## src/rtl/a2_bridge_target_if.sv

```systemverilog
// Bridge-target signal bundle: host cycle queue, A2Bridge byte-mux lines and read responses.
// slave is the target itself; master is whatever drives it (host plus card front end).
interface a2_bridge_target_if;
  logic        run_i;
  logic        cyc_valid_i;
  logic        cyc_ready_o;
  logic [15:0] cyc_addr_i;
  logic        cyc_rw_n_i;
  logic [7:0]  cyc_data_i;
  logic        a2_phi1_o;
  logic [1:0]  a2_bridge_sel_i;
  logic        a2_bridge_bus_a_oe_i;
  logic        a2_bridge_bus_d_oe_i;
  logic        a2_bridge_rd_i;
  logic        a2_bridge_wr_i;
  logic [7:0]  a2_bridge_d_i;
  logic [7:0]  a2_bridge_d_o;
  logic        a2_bridge_d_oe_o;
  logic        resp_valid_o;
  logic [15:0] resp_addr_o;
  logic        resp_driven_o;
  logic [7:0]  resp_data_o;
  logic        err_o;

  modport slave (
    input  run_i, cyc_valid_i, cyc_addr_i, cyc_rw_n_i, cyc_data_i,
    input  a2_bridge_sel_i, a2_bridge_bus_a_oe_i, a2_bridge_bus_d_oe_i,
    input  a2_bridge_rd_i, a2_bridge_wr_i, a2_bridge_d_i,
    output cyc_ready_o, a2_phi1_o, a2_bridge_d_o, a2_bridge_d_oe_o,
    output resp_valid_o, resp_addr_o, resp_driven_o, resp_data_o, err_o
  );

  modport master (
    output run_i, cyc_valid_i, cyc_addr_i, cyc_rw_n_i, cyc_data_i,
    output a2_bridge_sel_i, a2_bridge_bus_a_oe_i, a2_bridge_bus_d_oe_i,
    output a2_bridge_rd_i, a2_bridge_wr_i, a2_bridge_d_i,
    input  cyc_ready_o, a2_phi1_o, a2_bridge_d_o, a2_bridge_d_oe_o,
    input  resp_valid_o, resp_addr_o, resp_driven_o, resp_data_o, err_o
  );
endinterface

```

## src/rtl/a2_bridge_target.sv

```systemverilog
// Far-end responder of the A2Bridge byte-mux link: sequences queued Apple II bus cycles,
// generates phi1, serves address/control/data bytes and captures bytes the card drives back.
module a2_bridge_target #(
  parameter int unsigned PHI_HALF_CYCLES = 27,
  parameter int unsigned READ_LATENCY    = 2,
  parameter int unsigned FIFO_DEPTH      = 4,
  parameter logic [3:0]  DIP_SWITCHES_N  = 4'hF
) (
  input logic               clk_logic,
  input logic               reset,
  a2_bridge_target_if.slave bus
);
  localparam int unsigned CNT_W = (PHI_HALF_CYCLES > 1) ? $clog2(PHI_HALF_CYCLES) : 1;
  localparam int unsigned PTR_W = $clog2(FIFO_DEPTH);
  localparam int unsigned LAT_W = 3;
  localparam logic [CNT_W-1:0] CNT_LAST = CNT_W'(PHI_HALF_CYCLES - 1);
  localparam logic [LAT_W-1:0] LAT_DONE = LAT_W'(READ_LATENCY);
  localparam logic [PTR_W:0]   CNT_FULL = (PTR_W + 1)'(FIFO_DEPTH);

  typedef enum logic {S_PHI1, S_PHI0} phase_e;

  phase_e           state, state_nx;
  logic [CNT_W-1:0] cnt, cnt_nx;
  logic             enter_phi0, leave_phi0;

  logic [24:0]      fifo_mem [FIFO_DEPTH];
  logic [PTR_W-1:0] wr_ptr, rd_ptr;
  logic [PTR_W:0]   count, count_nx;
  logic             full, empty, push, pop;

  logic [15:0]      cur_addr;
  logic             cur_rw_n;
  logic [7:0]       cur_data;
  logic [7:0]       mux_byte;

  logic [LAT_W-1:0] lat_cnt, lat_nx;
  logic             oe_q, oe_nx;
  logic [7:0]       d_q;

  logic             cap_hit, cap_driven, cap_drv_nx;
  logic [7:0]       cap_data, cap_data_nx;
  logic             err_hit;

  // Phase sequencer: with run_i low, PHI0 still finishes, then PHI1 parks with the counter at 0.
  always_comb begin
    state_nx   = state;
    cnt_nx     = cnt;
    enter_phi0 = 1'b0;
    leave_phi0 = 1'b0;
    unique case (state)
      S_PHI1: begin
        if (!bus.run_i) begin
          cnt_nx = '0;
        end else if (cnt == CNT_LAST) begin
          state_nx   = S_PHI0;
          cnt_nx     = '0;
          enter_phi0 = 1'b1;
        end else begin
          cnt_nx = cnt + 1'b1;
        end
      end
      S_PHI0: begin
        if (cnt == CNT_LAST) begin
          state_nx   = S_PHI1;
          cnt_nx     = '0;
          leave_phi0 = 1'b1;
        end else begin
          cnt_nx = cnt + 1'b1;
        end
      end
    endcase
  end

  always_ff @(posedge clk_logic or posedge reset) begin
    if (reset) begin
      state <= S_PHI1;
      cnt   <= '0;
    end else begin
      state <= state_nx;
      cnt   <= cnt_nx;
    end
  end

  assign bus.a2_phi1_o = (state == S_PHI1);

  // Pending-cycle queue; ready comes from the registered full flag.
  assign empty = (count == '0);
  assign push  = bus.cyc_valid_i && !full;
  assign pop   = enter_phi0 && !empty;
  assign bus.cyc_ready_o = !full;

  always_comb begin
    count_nx = count;
    if (push && !pop) begin
      count_nx = count + 1'b1;
    end else if (pop && !push) begin
      count_nx = count - 1'b1;
    end
  end

  always_ff @(posedge clk_logic or posedge reset) begin
    if (reset) begin
      wr_ptr <= '0;
      rd_ptr <= '0;
      count  <= '0;
      full   <= 1'b0;
    end else begin
      if (push) wr_ptr <= wr_ptr + 1'b1;
      if (pop)  rd_ptr <= rd_ptr + 1'b1;
      count <= count_nx;
      full  <= (count_nx == CNT_FULL);
    end
  end

  always_ff @(posedge clk_logic) begin
    if (push) fifo_mem[wr_ptr] <= {bus.cyc_addr_i, bus.cyc_rw_n_i, bus.cyc_data_i};
  end

  // An empty queue yields an idle read of 16'hFFFF so phi keeps running.
  always_ff @(posedge clk_logic or posedge reset) begin
    if (reset) begin
      cur_addr <= '1;
      cur_rw_n <= 1'b1;
      cur_data <= '1;
    end else if (enter_phi0) begin
      if (empty) begin
        {cur_addr, cur_rw_n, cur_data} <= {16'hFFFF, 1'b1, 8'hFF};
      end else begin
        {cur_addr, cur_rw_n, cur_data} <= fifo_mem[rd_ptr];
      end
    end
  end

  always_comb begin
    mux_byte = 8'hFF;
    case (bus.a2_bridge_sel_i)
      2'd0: if (!bus.a2_bridge_bus_a_oe_i) mux_byte = cur_addr[7:0];
      2'd1: if (!bus.a2_bridge_bus_a_oe_i) mux_byte = cur_addr[15:8];
      2'd2: mux_byte = {DIP_SWITCHES_N, 3'b000, cur_rw_n};
      2'd3: if (!bus.a2_bridge_bus_d_oe_i && !cur_rw_n) mux_byte = cur_data;
    endcase
  end

  // Latency counter saturates at READ_LATENCY; it restarts whenever rd is low.
  always_comb begin
    lat_nx = '0;
    if (bus.a2_bridge_rd_i) begin
      lat_nx = (lat_cnt == LAT_DONE) ? lat_cnt : lat_cnt + 1'b1;
    end
    oe_nx = bus.a2_bridge_rd_i && !bus.a2_bridge_wr_i && (lat_nx == LAT_DONE);
  end

  always_ff @(posedge clk_logic or posedge reset) begin
    if (reset) begin
      lat_cnt <= '0;
      oe_q    <= 1'b0;
      d_q     <= 8'hFF;
    end else begin
      lat_cnt <= lat_nx;
      oe_q    <= oe_nx;
      d_q     <= oe_nx ? mux_byte : 8'hFF;
    end
  end

  // The drive enable is also gated combinationally so a rd/wr collision never drives.
  assign bus.a2_bridge_d_o    = d_q;
  assign bus.a2_bridge_d_oe_o = oe_q && !(bus.a2_bridge_rd_i && bus.a2_bridge_wr_i);

  assign cap_hit     = (state == S_PHI0) && cur_rw_n && bus.a2_bridge_wr_i && !bus.a2_bridge_bus_d_oe_i;
  assign cap_data_nx = cap_hit ? bus.a2_bridge_d_i : cap_data;
  assign cap_drv_nx  = cap_hit || cap_driven;

  // A byte captured on the terminal PHI0 cycle still lands in that cycle's response.
  always_ff @(posedge clk_logic or posedge reset) begin
    if (reset) begin
      cap_data      <= 8'hFF;
      cap_driven    <= 1'b0;
      bus.resp_valid_o  <= 1'b0;
      bus.resp_addr_o   <= '0;
      bus.resp_driven_o <= 1'b0;
      bus.resp_data_o   <= '0;
    end else begin
      bus.resp_valid_o <= 1'b0;
      if (leave_phi0) begin
        cap_data   <= 8'hFF;
        cap_driven <= 1'b0;
        if (cur_rw_n) begin
          bus.resp_valid_o  <= 1'b1;
          bus.resp_addr_o   <= cur_addr;
          bus.resp_driven_o <= cap_drv_nx;
          bus.resp_data_o   <= cap_data_nx;
        end
      end else if (cap_hit) begin
        cap_data   <= bus.a2_bridge_d_i;
        cap_driven <= 1'b1;
      end
    end
  end

  assign err_hit = (bus.a2_bridge_rd_i && bus.a2_bridge_wr_i)
                || (bus.a2_bridge_wr_i && !bus.a2_bridge_bus_d_oe_i && !cur_rw_n)
                || (bus.a2_bridge_wr_i && (state == S_PHI1));

  always_ff @(posedge clk_logic or posedge reset) begin
    if (reset) begin
      bus.err_o <= 1'b0;
    end else if (err_hit) begin
      bus.err_o <= 1'b1;
    end
  end
endmodule

```

## src/flat_wrapper.sv

```systemverilog
// flat-port wrapper written by rule: the top's interface ports become plain ports
module a2_bridge_target_flat 
#(
  parameter int unsigned PHI_HALF_CYCLES = 27,
  parameter int unsigned READ_LATENCY    = 2,
  parameter int unsigned FIFO_DEPTH      = 4,
  parameter logic [3:0]  DIP_SWITCHES_N  = 4'hF
)
  (clk_logic, reset, bus_run_i, bus_cyc_valid_i, bus_cyc_addr_i, bus_cyc_rw_n_i, bus_cyc_data_i, bus_a2_bridge_sel_i, bus_a2_bridge_bus_a_oe_i, bus_a2_bridge_bus_d_oe_i, bus_a2_bridge_rd_i, bus_a2_bridge_wr_i, bus_a2_bridge_d_i, bus_cyc_ready_o, bus_a2_phi1_o, bus_a2_bridge_d_o, bus_a2_bridge_d_oe_o, bus_resp_valid_o, bus_resp_addr_o, bus_resp_driven_o, bus_resp_data_o, bus_err_o);
  a2_bridge_target_if bus_i ();
  input logic clk_logic;
  input logic reset;
  input wire logic [$bits(bus_i.run_i)-1:0] bus_run_i;
  input wire logic [$bits(bus_i.cyc_valid_i)-1:0] bus_cyc_valid_i;
  input wire logic [$bits(bus_i.cyc_addr_i)-1:0] bus_cyc_addr_i;
  input wire logic [$bits(bus_i.cyc_rw_n_i)-1:0] bus_cyc_rw_n_i;
  input wire logic [$bits(bus_i.cyc_data_i)-1:0] bus_cyc_data_i;
  input wire logic [$bits(bus_i.a2_bridge_sel_i)-1:0] bus_a2_bridge_sel_i;
  input wire logic [$bits(bus_i.a2_bridge_bus_a_oe_i)-1:0] bus_a2_bridge_bus_a_oe_i;
  input wire logic [$bits(bus_i.a2_bridge_bus_d_oe_i)-1:0] bus_a2_bridge_bus_d_oe_i;
  input wire logic [$bits(bus_i.a2_bridge_rd_i)-1:0] bus_a2_bridge_rd_i;
  input wire logic [$bits(bus_i.a2_bridge_wr_i)-1:0] bus_a2_bridge_wr_i;
  input wire logic [$bits(bus_i.a2_bridge_d_i)-1:0] bus_a2_bridge_d_i;
  output wire logic [$bits(bus_i.cyc_ready_o)-1:0] bus_cyc_ready_o;
  output wire logic [$bits(bus_i.a2_phi1_o)-1:0] bus_a2_phi1_o;
  output wire logic [$bits(bus_i.a2_bridge_d_o)-1:0] bus_a2_bridge_d_o;
  output wire logic [$bits(bus_i.a2_bridge_d_oe_o)-1:0] bus_a2_bridge_d_oe_o;
  output wire logic [$bits(bus_i.resp_valid_o)-1:0] bus_resp_valid_o;
  output wire logic [$bits(bus_i.resp_addr_o)-1:0] bus_resp_addr_o;
  output wire logic [$bits(bus_i.resp_driven_o)-1:0] bus_resp_driven_o;
  output wire logic [$bits(bus_i.resp_data_o)-1:0] bus_resp_data_o;
  output wire logic [$bits(bus_i.err_o)-1:0] bus_err_o;
  assign bus_i.run_i = bus_run_i;
  assign bus_i.cyc_valid_i = bus_cyc_valid_i;
  assign bus_i.cyc_addr_i = bus_cyc_addr_i;
  assign bus_i.cyc_rw_n_i = bus_cyc_rw_n_i;
  assign bus_i.cyc_data_i = bus_cyc_data_i;
  assign bus_i.a2_bridge_sel_i = bus_a2_bridge_sel_i;
  assign bus_i.a2_bridge_bus_a_oe_i = bus_a2_bridge_bus_a_oe_i;
  assign bus_i.a2_bridge_bus_d_oe_i = bus_a2_bridge_bus_d_oe_i;
  assign bus_i.a2_bridge_rd_i = bus_a2_bridge_rd_i;
  assign bus_i.a2_bridge_wr_i = bus_a2_bridge_wr_i;
  assign bus_i.a2_bridge_d_i = bus_a2_bridge_d_i;
  assign bus_cyc_ready_o = bus_i.cyc_ready_o;
  assign bus_a2_phi1_o = bus_i.a2_phi1_o;
  assign bus_a2_bridge_d_o = bus_i.a2_bridge_d_o;
  assign bus_a2_bridge_d_oe_o = bus_i.a2_bridge_d_oe_o;
  assign bus_resp_valid_o = bus_i.resp_valid_o;
  assign bus_resp_addr_o = bus_i.resp_addr_o;
  assign bus_resp_driven_o = bus_i.resp_driven_o;
  assign bus_resp_data_o = bus_i.resp_data_o;
  assign bus_err_o = bus_i.err_o;
  a2_bridge_target #(.PHI_HALF_CYCLES(PHI_HALF_CYCLES), .READ_LATENCY(READ_LATENCY), .FIFO_DEPTH(FIFO_DEPTH), .DIP_SWITCHES_N(DIP_SWITCHES_N)) u_core (.clk_logic(clk_logic), .reset(reset), .bus(bus_i));
endmodule
```

## config.mk

```make
export PLATFORM = sky130hd
export DESIGN_NAME = a2_bridge_target_flat
export DESIGN_NICKNAME = d
export VERILOG_FILES = /design/src/rtl/a2_bridge_target_if.sv /design/src/rtl/a2_bridge_target.sv /design/src/flat_wrapper.sv
export SDC_FILE = /design/constraint.sdc
export NUM_CORES = 1
export LEC_CHECK = 0
export ABC_AREA = 1
export BUFFER_PORTS_ARGS = -buffer_cell sky130_fd_sc_hd__buf_2
export CAP_MARGIN = 10
export CORE_MARGIN = 4
export CORE_UTILIZATION = 45
export CTS_CLUSTER_SIZE = 40
export DETAILED_ROUTE_END_ITERATION = 7
export PLACE_DENSITY_LB_ADDON = 0.1
export RECOVER_POWER = 25
export SLEW_MARGIN = 20
export SYNTH_ARGS = -nofsm -noshare
export SYNTH_HDL_FRONTEND = slang
export SYNTH_SLANG_ARGS = --single-unit
```

## constraint.sdc

```tcl
create_clock -name clk_logic -period 3.4 [get_ports clk_logic]
set_input_delay 0.34 -clock clk_logic [delete_from_list [all_inputs] [get_ports clk_logic]]
set_output_delay 0.34 -clock clk_logic [all_outputs]
set_load 0.005 [all_outputs]
```

---- After elaboration in Yosys (flattened, before gate mapping) ----
Memory sizes are Yosys's and may differ from the RTL's.
Index checks and enable logic that the tools add are counted.
word-level totals
  memories kept ........................... 1
  register bits ........................... 87
  memory bits (writable) .................. 100
  memory bits (read-only) ................. 0
  output and inout port bits .............. 38
  latch bits .............................. 0
memory list
  name             words  bits a word  read ports  clocked after Yosys merged registers in  write ports  RTL line                source
  u_core.fifo_mem  4      25           1           0                                        1            a2_bridge_target.sv:26  logic [24:0] fifo_mem [FIFO_DEPTH];
cells by class
  order comparisons ....................... 0
  multiply operators ...................... 0
  $add $sub $neg .......................... 6
  divide/modulo/power cells ............... 0
  reduce and logical (&&, ||, !) cells .... 30
  multiplexer cells ....................... 29
  bitwise gates (word level) .............. 1
  eq/ne operators ......................... 7
  shift-type cells ........................ 0
operators with widths
  kind                                                  number
  2-to-1 mux 8 bit                                      7
  one-hot mux 8 bit (4 select lines)                    1
  2-to-1 mux 16 bit                                     1
  logical AND 1 bit                                     15
  2-to-1 mux 1 bit                                      12
  2-to-1 mux 3 bit                                      4
  2-to-1 mux 5 bit                                      2
  one-hot mux 5 bit (2 select lines)                    1
  logical NOT 1 bit                                     8
  adder 3 x 1 -> 3 bit (second input constant)          2
  equality test 3 x 2 -> 1 bit (second input constant)  2
  adder 5 x 1 -> 5 bit (second input constant)          1
  equality test 5 bit (second input constant)           1
  adder 2 x 1 -> 2 bit (second input constant)          2
  equality test 2 bit (second input constant)           2
  equality test 3 bit (second input constant)           1
  logical NOT 3 bit                                     1
  logical OR 1 bit                                      3
  subtractor 3 x 1 -> 3 bit (second input constant)     1
  equality test 2 x 1 -> 1 bit (second input constant)  1
  logical NOT 2 bit                                     1
  one-hot mux 1 bit (2 select lines)                    1
  AND reduction 2 bit                                   1
  nonzero test 2 bit                                    1
  inverter 1 bit                                        1

---- Logic depth before layout (Yosys ltp) ----
  word-level depth ........................ 9
  mapped depth ............................ 11
  depth with buffers taken out ............ 11

---- Worst setup path after synthesis ----
OpenSTA, ideal clock, no wires.
  path type ............................... reg-to-reg
  start point ............................. reg u_core.wr_ptr[0]
  end point ............................... mem u_core.fifo_mem[2][0], enable pin
  required time ........................... 2993 ps
  cell stages (with the launch flop) ...... 5
  setup slack ............................. 1261 ps
  data arrival time ....................... 1732 ps
  buffers on the path ..................... 0
  path through ............................ dfrtp_1 -> inv_1 -> ha_1 -> inv_1 -> nor2_1
RTL lines
  element                 RTL line                 source
  start, declared         a2_bridge_target.sv:27   logic [PTR_W-1:0] wr_ptr, rd_ptr;
  start signal, assigned  a2_bridge_target.sv:108  if (push) wr_ptr <= wr_ptr + 1'b1;
  end, declared           a2_bridge_target.sv:26
No word-level cell before the write port.

---- Worst setup path after layout ----
  start point ............................. reg u_core.count[0]
  end point ............................... reg u_core.full
on the way
  word-level cells in the longest chain between the ends .. 7
  elaborated cells between the ends (all ways) .. 11
ends and longest elaborated chain
  element                                                            RTL line                 source
  start, declared                                                    a2_bridge_target.sv:28   logic [PTR_W:0] count, count_nx;
  start signal, assigned                                             a2_bridge_target.sv:110  count <= count_nx;
  branches (longest 5 deep; another with subtractor 3 x 1 -> 3 bit)  --
  2-to-1 mux 3 bit *                                                 a2_bridge_target.sv:94   if (push && !pop) begin
  equality test 3 bit *                                              a2_bridge_target.sv:111  full <= (count_nx == CNT_FULL);
  end signal, assigned                                               a2_bridge_target.sv:111
  end, declared                                                      a2_bridge_target.sv:29   logic full, empty, push, pop;
Mark *: on every way between the ends.
A chain may end at the register's enable or synchronous reset.

==> run_results.csv <==
group,metric,value,unit
outcome,outcome,"finished, violations left",
outcome,violations,"capacitance limit, slew limit",
clock_tree,cts_tree,"yes",
sta,skew,0.00592,ns
grt,use_met1,0.223,
pwr,power_density,607,nW/µm²
grt,met3_usage,0.0351,
detailed_routing,drc,0,
yosys,synth_edf_count,100,
worst_setup_path,endpoint_kind,"register",
worst_setup_path,rrSetupSlack,1.12,ns
detailed_routing,drt.antenna.violating_nets,0,
floorplanning,coreArea,16500,µm²
clock_tree,cts_made_buffers,17,
sta,drv_slew,37,
floorplanning,io-pin-count,81,
detailed_routing,vias,4728,
layout,area_growth,14.7,%
yosys,synth_area_leaders,"edfxtp_1 40%, dfrtp_1 15%, dfstp_2 14%, o21ai_0 5.2%, nor2_1 4.0%",
sta,finalSetupTns,0,ns
grt,grt_remaining_overflow,0,
sta,worst_slew_pin_slew,1.67,ns
grt,grt_pass1_wl,24.2,mm
pwr,leakage,3.62,nW
worst_setup_path,worstSetupPathType,"register to register",
yosys,yosysMostFrequentCell,"edfxtp_1",
detailed_routing,initialDrtViolationCount,226,
clock_tree,clockBufferDepth,2,
layout,antenna_cells_inserted,0,
yosys,synth-main-ff-cell,"edfxtp_1",
floorplanning,dieHeight,137,µm
layout,layout.nets,753,
yosys,synth_fp_nets,676,
sta,setup_ws,1.12,ns
placement,place_inst,899,
clock_tree,cts_setup_buffers,0,
floorplanning,die_x,137,µm
yosys,ys_ff_latch,187,
detailed_routing,detail_route.wl_per_cell,16.4,µm
detailed_routing,drt_pass1_iterations,4,
worst_setup_path,cpMaxStageDelayCell,"nand3_2",
worst_setup_path,cp_cell_sequence,"inv_1, ha_1, ha_1, inv_1, nand3_2, nand2_1, nand2_1, nor2_1, nor2_1, nand2_1, nor2_1",
layout,drive_gt1_frac,0.198,
yosys,synth_commonest_cells,"100 x edfxtp_1, 81 x nor2_1, 78 x o21ai_0",
sta,finalHoldViolCount,0,
clock_tree,clkTransAtPathRegs,0.06,ns
sta,finalSetupViolations,0,
grt,grt_util_all_layers,0.170,
layout,fillers,1462,
run,cap_violations,1,
worst_setup_path,critPathTopFamily,"simple AND/OR/NAND/NOR gates",
yosys,synthArstFlopShare,0.465,
yosys,yosysUniqueCellTypes,32,
sta,period_share,0.671,
floorplanning,die_area,18900,µm²
grt,grt_pass1_vias,4723,
worst_setup_path,cp.buffers_inverters,2,
detailed_routing,vias_per_cell,5.08,
yosys,synth_top_area_frac,0.399,
clock_tree,ctsResizeCount,0,
worst_setup_path,crit_path_start_kind,"register",
yosys,yosysSeqAreaShare,0.695,
worst_setup_path,crit_fanout,29,
floorplanning,rows,47,
clock_tree,htreeDepth,4,
yosys,yosys.area.top_type,"edfxtp_1",
floorplanning,start_util,0.457,
grt,grt_use_met2,0.283,
placement,gp_routability_congestion,0.751,
worst_setup_path,required,3.71,ns
yosys,yosysWarnings,0,
sta,holdWs,0.168,ns
placement,dp_hpwl,10.1,mm
placement,io_buffers,80,
pwr,ir_worst_vdd,367,µV
layout,fin_cells,931,
worst_setup_path,slowest_delay,0.49,ns
sta,fmax,438,MHz
yosys,synth.cell_area,7530,µm²
grt,antenna_found_initial,0,
clock_tree,insertion_delay,0.42,ns
yosys,synth_cells,622,
placement,pre_cts_ws,1.15,ns
yosys,avgSynthCellArea,12.1,µm²
grt,grt_start_max_net_pins,53,
min_path,hp-class,"input pin to register",
pwr,p_total,5.25,mW
sta,grt_setup_unrepaired,"false",
grt,top_usage_layer,"met2",
clock_tree,cts_num_sinks,187,
detailed_routing,finalWirelength,15.3,mm
sta,period_needed,2.28,ns
worst_setup_path,cp_data_arrival_time,2.59,ns
sta,relSlewSlack,-0.119,
clock_tree,clockRootBuffer,"clkbuf_16",
## worst min-delay path, delay by kind of cell
| kind | cells | cell delay, ns |
|---|---|---|
| and+or+nand+nor | 1 | 0.06 |
| AOI/OAI and AO/OA | 1 | 0.06 |
| buffers and inverters | 1 | 0.10 |
## power by group
part	leakage (nW)	internal, mW	total, mW	switching (mW)
sequential	1.92	2.74	2.83	0.0890
clock	0.243	0.986	1.74	0.756
combinational	1.47	0.201	0.676	0.474
total	3.62	3.93	5.25	1.32
## layer usage
metal  up-vias  wire length [µm]
met3        16               621
met4         0               229
li1       2302                 -
met1      2302              7030
met2       108              7400
met5         -                 0
## area by class of cell
class | instances | area, µm² | share of cell area
flip-flops and latches | 187 | 5230 | 0.605
multi-input cells | 337 | 1930 | 0.224
clock buffers | 20 | 437 | 0.0505
repair buffers | 84 | 414 | 0.0479
well taps | 220 | 275 | 0.0319
inverters | 72 | 272 | 0.0314
clock inverters | 11 | 80.1 | 0.00927
## metrics by stage
step,utilization,instance area (µm²)
6_report,0.525,8640
3_5_place_dp,0.495,8150
5_1_grt,0.525,8640
3_3_place_gp,0.495,8150
2_1_floorplan,-,7530
4_1_cts,0.527,8670
## flip-flops by register name, summed over array words and instances, names as in the netlist, 2 cells and up
name	count
u_core.fifo_mem	100
u_core.bus.resp_addr_o	16
u_core.cur_addr	16
u_core.bus.a2_bridge_d_o	8
u_core.bus.resp_data_o	8
u_core.cap_data	8
u_core.cur_data	8
u_core.cnt	5
u_core.count	3
u_core.lat_cnt	3
u_core.rd_ptr	2
u_core.wr_ptr	2
## layout by cell type (no fill, tap or decap), types with 5 or more instances in the layout
master,netlist,routed
dfstp_2,41,41
o21ai_0,78,78
nor2_4,2,6
inv_1,68,67
xor2_1,5,5
edfxtp_1,100,100
a21oi_1,14,14
buf_2,6,55
clkbuf_1,16,28
nor2_1,81,77
nand2_1,46,46
o22a_1,17,17
o22ai_1,31,31
o31ai_1,8,8
mux2i_1,16,16
clkinv_1,0,5
clkbuf_16,0,17
nand3_1,9,9
ha_1,11,11
dfrtp_1,46,46
## path summary, 6_finish.rpt
| path | startpoint | to | cells past startpoint |
|---|---|---|---|
| max in group asynchronous | reset | u_core.cur_addr[1]$_DFFE_PP1P_ | 4 |
| min in group asynchronous | reset | u_core.cnt[3]$_DFF_PP0_ | 3 |
| max reg2reg | u_core.count[0]$_DFF_PP0_ | u_core.full$_DFF_PP0_ | 11 |
| min | bus_a2_bridge_wr_i | u_core.bus.err_o$_DFFE_PP0P_ | 3 |
| min reg2reg | u_core.cur_data[1]$_DFFE_PP1P_ | u_core.cur_data[1]$_DFFE_PP1P_ | 2 |
| max | u_core.count[0]$_DFF_PP0_ | u_core.full$_DFF_PP0_ | 11 |
## kinds of logic after synthesis
group | share of synthesized area
xor gates and xnor gates | 0.00930
muxes | 0.0228
AOI/OAI and AO/OA | 0.117
adders and majority gates | 0.0183
buffers and inverters | 0.0530
DFF | 0.695
and+or+nand+nor | 0.0852
## timing repair
action / 4_1_cts / 5_1_grt
hold endpoints to repair: 1 / 0
hold buffers: 1 / 0
endpoints found under the setup margin: 0 / 0
No activity file was read; power rests on OpenSTA's default activity.
